$ cat config.mk
export PLATFORM = sky130hd
export DESIGN_NAME = timer_capture
export DESIGN_NICKNAME = d
export VERILOG_FILES = /design/src/rtl/timer_capture.sv
export SDC_FILE = /design/constraint.sdc
export NUM_CORES = 1
export LEC_CHECK = 0
export BUFFER_PORTS_ARGS = -buffer_cell sky130_fd_sc_hd__clkbuf_2
export CORE_UTILIZATION = 65
export CTS_BUF_LIST = sky130_fd_sc_hd__clkbuf_4
export DETAILED_ROUTE_END_ITERATION = 7
export PLACE_DENSITY = 0.87
export SLEW_MARGIN = 30
export SYNTH_ARGS = -nofsm -noshare
export SYNTH_HDL_FRONTEND = slang
export SYNTH_SLANG_ARGS = --single-unit
$ cat constraint.sdc
create_clock -name i_clk -period 3.2 [get_ports i_clk]
set_clock_uncertainty 0.05 [all_clocks]
set_input_delay 0.48 -clock i_clk [delete_from_list [all_inputs] [get_ports i_clk]]
set_output_delay 0.48 -clock i_clk [all_outputs]
set_load 0.01 [all_outputs]
$ cat src/rtl/timer_capture.sv
// Input-capture timer: measures period and high time of an external PWM signal
// in prescaled ticks and pulses o_intCAP once per completed period.
module timer_capture (
  input  logic        i_clk,
  input  logic        i_rstn,
  input  logic [1:0]  i_memAddr,
  input  logic [15:0] i_memDataIn,
  input  logic        i_memWrEn,
  output logic [15:0] o_memDataOut,
  input  logic        i_smIsBooted,
  input  logic        i_smStartPause,
  input  logic        i_pwmIn,
  output logic        o_intCAP
);

  localparam logic [1:0] ADDR_CTRL = 2'b00;
  localparam logic [1:0] ADDR_CNT  = 2'b01;
  localparam logic [1:0] ADDR_PER  = 2'b10;
  localparam logic [1:0] ADDR_HI   = 2'b11;

  logic        syncS1;
  logic        syncS2;
  logic        syncS3;
  logic        en;
  logic [3:0]  pre;
  logic        valid;
  logic        ovf;
  logic        armed;
  logic [3:0]  scale;
  logic [15:0] cnt;
  logic [15:0] per;
  logic [15:0] hi;
  logic [15:0] hiLatch;
  logic        intCap;

  logic        ctrlWr;
  logic        doPause;
  logic        active;
  logic        rise;
  logic        fall;
  logic        actRise;
  logic        actFall;
  logic        tick;
  logic [15:0] cntSat;

  // Register writes are single-cycle strobes; there is no back-pressure, so a
  // write with i_memWrEn high is always accepted on that clock edge.
  assign ctrlWr  = i_memWrEn & (i_memAddr == ADDR_CTRL);
  assign doPause = ~i_smIsBooted | i_smStartPause;
  assign active  = en & ~doPause;
  assign rise    = syncS2 & ~syncS3;
  assign fall    = ~syncS2 & syncS3;
  assign actRise = rise & active;
  assign actFall = fall & active & armed;
  assign tick    = (scale == pre) & active;
  assign cntSat  = (cnt == 16'hFFFF) ? 16'hFFFF : cnt + 16'd1;

  always_ff @(posedge i_clk) begin
    if (!i_rstn) begin
      syncS1  <= 1'b0;
      syncS2  <= 1'b0;
      syncS3  <= 1'b0;
      en      <= 1'b0;
      pre     <= 4'd0;
      valid   <= 1'b0;
      ovf     <= 1'b0;
      armed   <= 1'b0;
      scale   <= 4'd0;
      cnt     <= 16'd0;
      per     <= 16'd0;
      hi      <= 16'd0;
      hiLatch <= 16'd0;
      intCap  <= 1'b0;
    end else begin
      // Synchronizer keeps running while paused so resume sees no false edge.
      syncS1 <= i_pwmIn;
      syncS2 <= syncS1;
      syncS3 <= syncS2;
      intCap <= 1'b0;

      if (ctrlWr) begin
        en      <= i_memDataIn[0];
        pre     <= i_memDataIn[7:4];
        valid   <= 1'b0;
        ovf     <= 1'b0;
        armed   <= 1'b0;
        hiLatch <= 16'd0;
        cnt     <= 16'd0;
        scale   <= 4'd0;
      end else begin
        if (tick || actRise || doPause) begin
          scale <= 4'd0;
        end else if (en) begin
          scale <= scale + 4'd1;
        end

        // A tick coinciding with a rise is dropped: the rise restarts the count.
        if (actRise) begin
          cnt <= 16'd0;
        end else if (tick) begin
          if (cnt == 16'hFFFF) begin
            ovf <= 1'b1;
          end else begin
            cnt <= cnt + 16'd1;
          end
        end

        // The first rise after enable/resume only arms; the period it opens is
        // the first one that can be measured completely.
        if (doPause) begin
          armed <= 1'b0;
        end else if (actRise) begin
          if (!armed) begin
            armed <= 1'b1;
          end else begin
            per     <= cntSat;
            hi      <= hiLatch;
            hiLatch <= 16'd0;
            valid   <= 1'b1;
            intCap  <= 1'b1;
          end
        end else if (actFall) begin
          hiLatch <= cntSat;
        end
      end
    end
  end

  always_comb begin
    o_memDataOut = 16'd0;
    case (i_memAddr)
      ADDR_CTRL: o_memDataOut = {7'd0, syncS2, pre, armed, ovf, valid, en};
      ADDR_CNT:  o_memDataOut = cnt;
      ADDR_PER:  o_memDataOut = per;
      ADDR_HI:   o_memDataOut = hi;
      default:   o_memDataOut = 16'd0;
    endcase
  end

  assign o_intCAP = intCap;

endmodule

* Yosys cells after proc, flatten, opt, wreduce, memory -nomap -nowiden *
Index checks and enable logic that the tools add are counted.

storage, ports and cells
  register bits = 80
  input bits = 24
  output and inout port bits = 17
  word-level logic and storage cells = 59

cells by class
  add/subtract/negate cells = 2
  eq/ne operators = 6
  mux-type cells = 6
  bitwise operators = 17
  reduce and logical (&&, ||, !) cells = 14

operators by type and width
  operator               number
  $mux 16                4
  $pmux 16 s4            1
  $add 16x1->16 const B  1
  $eq 16x16->1 const B   1
  $reduce_and 3->1       3
  $reduce_or 3->1        3
  $and 1x1->1            8
  $not 1->1              8
  $add 4x1->4 const B    1
  $eq 2x2->1 const B     2
  $eq 4x4->1             1
  $reduce_and 4->1       1
  $reduce_or 4->1        1
  $eq 2x1->1 const B     1
  $logic_not 2->1        1
  $logic_or 1x1->1       2
  $ne 2x2->1 const B     1
  $reduce_and 2->1       1
  $reduce_bool 2->1      1
  $reduce_or 2->1        1
  $mux 1                 1
  $or 1x1->1             1

* Logic depth before layout (Yosys ltp) *
Gate-level depths: netlist of the first run.

  depth after elaboration = 8
  gate-level depth with buffers = 8

* Worst setup path before layout of the first run *
No wires, ideal clock.

  path type = input to output
  start = input i_memAddr[0]
  end = output o_memDataOut[12]
  arrival = 1.608 ns
  required time = 2.670 ns
  setup slack = 1.062 ns
  stages = 4
  cells stage by stage = buf_2 -> buf_1 -> mux2_2 -> a22o_1

on the way
  word-level cells in the longest chain between the ends = 2
  elaborated cells on any way between the ends = 5
  those cells by class = 3 x eq/ne; 1 x mux; 1 x reduce/logical

RTL lines
  item                                line  source
  from (decl)                         6     input logic [1:0] i_memAddr,
  $eq 2x2->1 (tied with other cells)  131   case (i_memAddr)
  $pmux 16 s4 (*)                     131
  to (decl)                           9     output logic [15:0] o_memDataOut,

Every way passes the cells marked *; elsewhere a longest branch is shown, timed or not.

* Final worst setup path of the first run *
  start = register cnt[0]
  end = register cnt[12]

on the way
  word-level cells in the longest chain between the ends = 3
  elaborated cells on any way between the ends = 4
  those cells by class = 1 x add/sub; 1 x eq/ne; 1 x bitwise; 1 x reduce/logical

RTL lines
  item                                                   line  source
  from (decl)                                            30    logic [15:0] cnt;
  from (signal assigned)                                 104   cnt <= cnt + 16'd1;
  branches (longest 3 deep; another with $add 16x1->16)  n/a

Several ways; the timed one is not identified.
A chain may end at the register's enable or synchronous reset.

==> summary.txt, run 1 <==
Status: finished clean
Count of flip-flops with a built-in enable after synthesis: 0
Clock edge transition at the registers on the reported setup and hold paths: 140 ps
WHS Path Cells: 2
Die X: 78.37 um
Post-DP HPWL: 6317 um
Combinational share of power: 4.7%
Finished Layout Cells: 521
Vias after detailed routing: 3338
# diodes: 0
Post-CTS Hold Buffers: 0
Clk Latency, worst-skew pair: 450 ps
P per Cell Area: 416.2 nW/um2
First-pass GRT wire length: 15020 um
Worst path top cell family by delay: simple AND/OR/NAND/NOR gates
Vias per cell: 6.407
# DRC: 0
Final Util: 73.06%
Sw power: 0.4296 mW
Min Tclk post-route: 2390 ps
Cell Rows: 27
GRT overflow: 0
Worst Hold End: syncS1$_SDFF_PN0_
Max-slew violations: 0
Inst Count DP: 505
Final Wtd Congestion: 0.8218
Total Wirelength: 9301 um
Total track usage: 31.82%
Clock Sinks: 80
Critical path class: reg2reg
CP Cell Sequence: ha_1, nand4_4, or4_4, and4_1, nor3_2
DRT Pass-1 Iters: 5
Seq pwr share: 59.2%
P_leak: 1.471 nW
Clock power frac: 36.1%
Syn Std Cell Area: 3791 um2
Most common cell after layout, fill and taps aside: dfxtp_1
Clk buf depth: 2
Avg Cell Area, Syn: 8.920 um2
Reg2reg setup slack: 810 ps
HP Class: in2reg
Post-synthesis sequential area ratio: 42.24%
Hold path startpoint: i_pwmIn
Root Driver: clkbuf_4
Post_cts resized: 0
Worst-path fanout max: 16
Die Y: 78.37 um
Detail Route Antenna Nets: 0
Initial antenna violation count: 0
TNS Setup: 0 ps
WP data required: 3530 ps
CP Capture Type: flip-flop
Maxcap violations: 0
Final cycle utilization of the critical path: 74.67%
Setup bufs post-CTS: 0
Commonest non-fill, non-tap cells in the layout: 80 x dfxtp_1, 76 x nand2_1, 42 x a21oi_1
F_max: 418.5 MHz
Sw Ratio: 25.35%
Initial Util: 68.01%
Share of layout cells above drive strength 1: 20.04%
Largest net degree at the start of global routing: 30
Ys async rst share: 0%
Final setup viols: 0
TritonCTS clock tree: done
RR Startpoint: cnt[0]$_SDFFE_PP0P_
CP max-delay cell: or4_4
PortBufs: 29
Yosys cell types: 60
Reg2reg end: cnt[12]$_SDFFE_PP0P_
Data arrival, critical path: 2710 ps
Number of global-route vias before repair: 3006
Top_reg_cell synth: dfxtp_1
Power Internal: 1.265 mW
Synthesized flop and latch total: 80
Iter 0 DRT Violations: 355
Reg2reg path depth: 5
CTS Buf Count: 9
YS warnings: 0
H-Tree Depth: 3
Post-layout nets: 470
CP bufs+invs: 0
Delay of the slowest critical-path stage: 750 ps
Area delta synth->final: 7.426%
Final Hold Viols: 0
Normalized max-slew margin: 46.01%
Post-synthesis cell count: 425
Core area: 5574 um2
CP startpoint kind: flip-flop
Ports: 41
RSZ-0062 raised after global routing: false
Least-Margin Pin Slew: 809.9 ps
WL per Instance: 17.85 um
Synth Net Count: 451
Die ar.: 6142 um2
Worst vdd ir: 0.3342 mV
-- cell families after synthesis --
logic type / Yosys count / share of synthesized area, %
AOI/OAI and AO/OA: 106 / 17.66
adders and majority gates: 2 / 0.6600
muxes: 20 / 8.581
and+or+nand+nor: 167 / 22.54
DFF: 80 / 42.24
xor gates and xnor gates: 14 / 3.234
buffers and inverters: 36 / 5.082
-- flip-flops by register name (all words and copies together) (netlist names) --
signal	count
syncS2	1
o_intCAP	1
syncS1	1
syncS3	1
scale	4
hi	16
en	1
per	16
armed	1
pre	4
valid	1
hiLatch	16
cnt	16
ovf	1
-- worst reg2reg max path, delay by kind of cell (launching register included) --
| kind | cells | cell delay (ps) |
|---|---|---|
| adders and majority gates | 1 | 390 |
| and+or+nand+nor | 4 | 1360 |
| DFF | 1 | 520 |
-- synth_stat cells, drive strengths merged (3+ instances only) --
cell,n,area (um2)
a22o,7,61.31
nor3,9,61.31
nor2b,3,18.77
o21ai,20,100.1
o2bb2ai,5,43.79
nand4,5,67.56
mux2i,4,40.04
a22oi,5,37.54
a31oi,7,43.79
and2,4,25.02
nand2,79,309.0
dfxtp,80,1602
nor4,4,25.02
buf,22,138.9
xnor2,10,87.58
mux4,9,206.5
nand3,20,100.1
clkbuf,10,38.78
nor2,23,86.33
a311oi,3,38.79
mux2,7,78.83
or4,5,41.29
o31ai,3,22.52
xor2,4,35.03
a21oi,43,219.0
inv,4,15.01
-- through the flow --
step | worst slack [ps] | power [mW] | instance area (um2) | hold WS (ps)
after CTS | 552.3 | 1.693 | 4070 | 181.9
after floorplan | 1062 | 1.075 | 3791 | 361.9
after global placement | 619.0 | 1.101 | 3931 | 362.5
final | 810.4 | 1.695 | 4073 | 174.5
after global routing | 620.0 | 1.749 | 4073 | 198.3
after detailed placement | 520.3 | 1.104 | 3931 | 370.6
-- per-layer routing --
layer	global-route usage (%)	share of wire (%)	up-vias
met4	13.33	1.6	0
li1	-	-	1560
met2	51.14	49	155
met1	43.21	42	1607
met5	0	0	-
met3	4.070	6.6	16
-- power groups by stage --
stage / Sequential (mW) / Combinational (mW) / Clock [mW]
2_1_floorplan: 1.02 / 0.0511 / 0
3_3_place_gp: 1.03 / 0.0760 / 0
6_report: 1.00 / 0.0800 / 0.612
5_1_grt: 1.00 / 0.0849 / 0.660
4_1_cts: 1.00 / 0.0792 / 0.610
3_5_place_dp: 1.03 / 0.0788 / 0
-- how the worst max path moves through the flow --
stage,from,to,depth (start not counted)
final,cnt[0]$_SDFFE_PP0P_,cnt[12]$_SDFFE_PP0P_,5
after global routing,syncS2$_SDFF_PN0_,per[1]$_SDFFE_PN0P_,6
after CTS,syncS2$_SDFF_PN0_,per[13]$_SDFFE_PN0P_,5
after detailed placement,i_smStartPause,per[13]$_SDFFE_PN0P_,6
after global placement,i_smStartPause,per[12]$_SDFFE_PN0P_,6
after floorplan,i_memAddr[0],o_memDataOut[12],4
-- cell type report --
type                       count  area, um2
multi-input combinational    309       1999
sequential                    80       1602
clock inverter                 7      71.32
timing repair buffer          40      227.7
clock buffer                   9      67.56
tap                           72      90.09
inverter                       4      15.01
fill                         432       1501
Power figures use the tool's default switching activity.
==> run 2: changes to the inputs <==
--- a/config.mk
+++ b/config.mk
@@ -5,11 +5,12 @@
 export SDC_FILE = /design/constraint.sdc
 export NUM_CORES = 1
 export LEC_CHECK = 0
+export ABC_AREA = 1
 export BUFFER_PORTS_ARGS = -buffer_cell sky130_fd_sc_hd__clkbuf_2
-export CORE_UTILIZATION = 65
+export CORE_UTILIZATION = 55
 export CTS_BUF_LIST = sky130_fd_sc_hd__clkbuf_4
 export DETAILED_ROUTE_END_ITERATION = 7
-export PLACE_DENSITY = 0.87
+export PLACE_DENSITY = 0.78
 export SLEW_MARGIN = 30
 export SYNTH_ARGS = -nofsm -noshare
 export SYNTH_HDL_FRONTEND = slang
==> constraint.sdc (replaced) <==
create_clock -name i_clk -period 1.9 [get_ports i_clk]
set_clock_uncertainty 0.05 [all_clocks]
set_input_delay 0.285 -clock i_clk [delete_from_list [all_inputs] [get_ports i_clk]]
set_output_delay 0.285 -clock i_clk [all_outputs]
set_load 0.01 [all_outputs]
==> summary.txt, run 2 <==
Clock edge transition at the registers on the reported setup and hold paths: 130 ps (was 140 ps)
TritonCTS clock tree: done (unchanged)
Die X: 87.46 um (was 78.37 um)
Synthesized flop and latch total: 80 (unchanged)
Avg Cell Area, Syn: 7.263 um2 (was 8.920 um2)
Total track usage: 27.48% (was 31.82%)
Maxcap violations: 0 (unchanged)
Core area: 6907 um2 (was 5574 um2)
Mux contribution to synthesized area: 0% (was 8.581%)
Ports: 41 (unchanged)
Most common cell after layout, fill and taps aside: nor2_1 (was dfxtp_1)
Xor and xnor fraction of the mapped netlist area: 3.053% (was 3.234%)
YS warnings: 0 (unchanged)
Post-DP HPWL: 7324 um (was 6317 um)
HP Class: in2reg (unchanged)
Power Internal: 2.157 mW (was 1.265 mW)
Adder-cell share of the synthesized area: 0.6231% (was 0.6601%)
CP startpoint kind: flip-flop (unchanged)
Pre-CTS setup slack: 117.8 ps (was 520.3 ps)
Normalized max-slew margin: 57.14% (was 46.01%)
WP data required: 1560 ps (was 3530 ps)
Synth area leaders: dfxtp_1 40%, nor2_1 9.5%, nand2_1 8.1% (was dfxtp_1 42%, nand2_1 7.5%, a21oi_1 5.5%)
RSZ-0062 raised after global routing: false (unchanged)
WL per Instance: 14.75 um (was 17.85 um)
Most common cell in the netlist: nor2_1 (was dfxtp_1)
Yosys top cell area share: 39.88% (was 42.24%)
Detail Route Antenna Nets: 0 (unchanged)
Syn Std Cell Area: 4016 um2 (was 3791 um2)
Delay of the slowest critical-path stage: 420 ps (was 750 ps)
Die ar.: 7648 um2 (was 6142 um2)
H-Tree Depth: 3 (unchanged)
CP Capture Type: output port (was flip-flop)
Synth Net Count: 579 (was 451)
Complex-gate fraction of the synthesized area: 15.05% (was 17.66%)
# DRC: 0 (unchanged)
Initial Util: 58.15% (was 68.01%)
Worst vdd ir: 0.3566 mV (was 0.3342 mV)
Combinational family with the most area after synthesis: simple AND/OR/NAND/NOR gates (unchanged)
Post-synthesis sequential area ratio: 39.88% (was 42.24%)
Filler instances: 663 (was 432)
P_leak: 1.821 nW (was 1.471 nW)
Commonest cells in the synthesized netlist: 102 x nor2_1, 87 x nand2_1, 80 x dfxtp_1 (was 80 x dfxtp_1, 76 x nand2_1, 42 x a21oi_1)
Clock power frac: 34.6% (was 36.1%)
Simple-gate area share of the yosys netlist: 31.21% (was 22.54%)
Post-synthesis cell count: 553 (was 425)
PortBufs: 29 (unchanged)
Sw power: 0.7253 mW (was 0.4296 mW)
Total Wirelength: 10120 um (was 9301 um)
Clk buf depth: 2 (unchanged)
CTS Buf Count: 9 (unchanged)
Top_reg_cell synth: dfxtp_1 (unchanged)
Share of layout cells above drive strength 1: 19.32% (was 20.04%)
Vias after detailed routing: 3784 (was 3338)
Combinational share of power: 6.3% (was 4.7%)
First-pass GRT wire length: 15770 um (was 15020 um)
GRT overflow: 0 (unchanged)
Synth area leader: dfxtp_1 (unchanged)
Final Hold Viols: 0 (unchanged)
Ys async rst share: 0% (unchanged)
Die Y: 87.46 um (was 78.37 um)
Min Tclk post-route: 1737 ps
Critical path class: reg2out (was reg2reg)
Final worst setup slack: 162.5 ps (was 810.4 ps)
Final Wtd Congestion: 0.9072 (was 0.8218)
Initial antenna violation count: 0 (unchanged)
Yosys cell types: 33 (was 60)
Clock Sinks: 80 (unchanged)
Max-slew violations: 0 (unchanged)
Sw Ratio: 25.17% (was 25.35%)
Vias per cell: 5.516 (was 6.407)
Post-layout nets: 611 (was 470)
Clk Latency, worst-skew pair: 420 ps (was 450 ps)
Largest net degree at the start of global routing: 34 (was 30)
Number of global-route vias before repair: 3187 (was 3006)
Root Driver: clkbuf_4 (unchanged)
P per Cell Area: 660.3 nW/um2 (was 416.2 nW/um2)
TNS Setup: 0 ps (unchanged)
Setup bufs post-CTS: 0 (unchanged)
Worst-path fanout max: 6 (was 16)
Least-Margin Pin Slew: 642.2 ps (was 809.9 ps)
Iter 0 DRT Violations: 269 (was 355)
Status: finished clean (unchanged)
CP Cell Sequence: a221oi_1, o21ai_0, clkbuf_2 (was ha_1, nand4_4, or4_4, and4_1, nor3_2)
# diodes: 0 (unchanged)
Final instance area: 4364 um2 (was 4073 um2)
DRT Pass-1 Iters: 5 (unchanged)
Seq pwr share: 59.2% (about the same)
Cell Rows: 30 (was 27)
Final setup viols: 0 (unchanged)
Final cycle utilization of the critical path: 91.45%
Area delta synth->final: 8.661% (was 7.426%)
Data arrival, critical path: 1400 ps (was 2710 ps)
Count of flip-flops with a built-in enable after synthesis: 0 (unchanged)
Dpl cell area: 4214 um2 (was 3931 um2)
CP max-delay cell: dfxtp_1 (was or4_4)
F_max: 575.6 MHz
Commonest non-fill, non-tap cells in the layout: 102 x nor2_1, 87 x nand2_1, 80 x dfxtp_1 (was 80 x dfxtp_1, 76 x nand2_1, 42 x a21oi_1)
==> run 2: cell count changes after synthesis, sizes merged, moves of 9 or more <==
cell and delta:
nand2 +25, o21ai +35, mux4 -9, inv +59, nor2 +90, nand3 +21
a21oi -12
==> run 2: kinds of logic after synthesis <==
family / count (synthesis)
DFF: 80
buffers and inverters: 86
adders and majority gates: 2
xor gates and xnor gates: 14
and+or+nand+nor: 269
AOI/OAI and AO/OA: 102
==> run 2: critical path: cells and delay by family (launching register included) <==
kind	cells	cell delay, ps
compound gates	2	420
buf+inv	1	150
flops	1	420
==> run 2: through the flow <==
stage               std cells  utilization [%]  hold slack, ps  total power [mW]
floorplan                 553                -           332.6             1.858
global placement          669            61.01           345.0             1.914
detailed placement        669            61.01           349.7             1.918
CTS                       686            63.12           55.85             2.890
global route              686            63.19           65.17             3.006
finish                    686            63.19           67.51             2.882
==> run 2: final cells by class <==
cell class                 instances  area (um2)  share of cell area [%]
multi-input combinational        387        2011                   46.07
sequential                        80        1602                   36.70
timing repair buffer              43       252.7                   5.791
inverter                          64       244.0                   5.591
tap                               96       120.1                   2.752
clock buffer                      10       75.07                   1.720
clock inverter                     6       60.06                   1.376
==> run 2: what timing repair did <==
| action | in CTS | in global routing |
|---|---|---|
| setup endpoints to repair | 0 | 3 |
| endpoints found under the hold margin | 1 | 0 |
| hold buffers | 1 | 0 |
| gates resized for setup | 0 | 2 |
==> run 2: path summary, 6_finish.rpt <==
path,to,slack (ps),from,cells past startpoint
min,pre[0]$_SDFFE_PN0P_,70,i_memDataIn[4],3
max reg2reg,per[15]$_SDFFE_PN0P_,170,cnt[0]$_SDFFE_PP0P_,9
max,o_memDataOut[2],160,cnt[2]$_SDFFE_PP0P_,3
min reg2reg,syncS2$_SDFF_PN0_,380,syncS1$_SDFF_PN0_,2
==> run 2: power by group through the flow <==
stage / registers, mW / logic (mW) / clock network (mW)
after detailed placement: 1.74 / 0.176 / 0
after floorplan: 1.74 / 0.120 / 0
after global routing: 1.71 / 0.198 / 1.10
final: 1.70 / 0.181 / 0.996
after global placement: 1.74 / 0.173 / 0
after CTS: 1.70 / 0.178 / 1.01
==> run 2: metal layers <==
metal	wire length, um	share of wire [%]	GRT usage (%)
met5	0	0	0
met1	4663	46	39.36
met4	180	1.8	10.43
met2	4628	46	41.69
met3	649	6.4	3.981
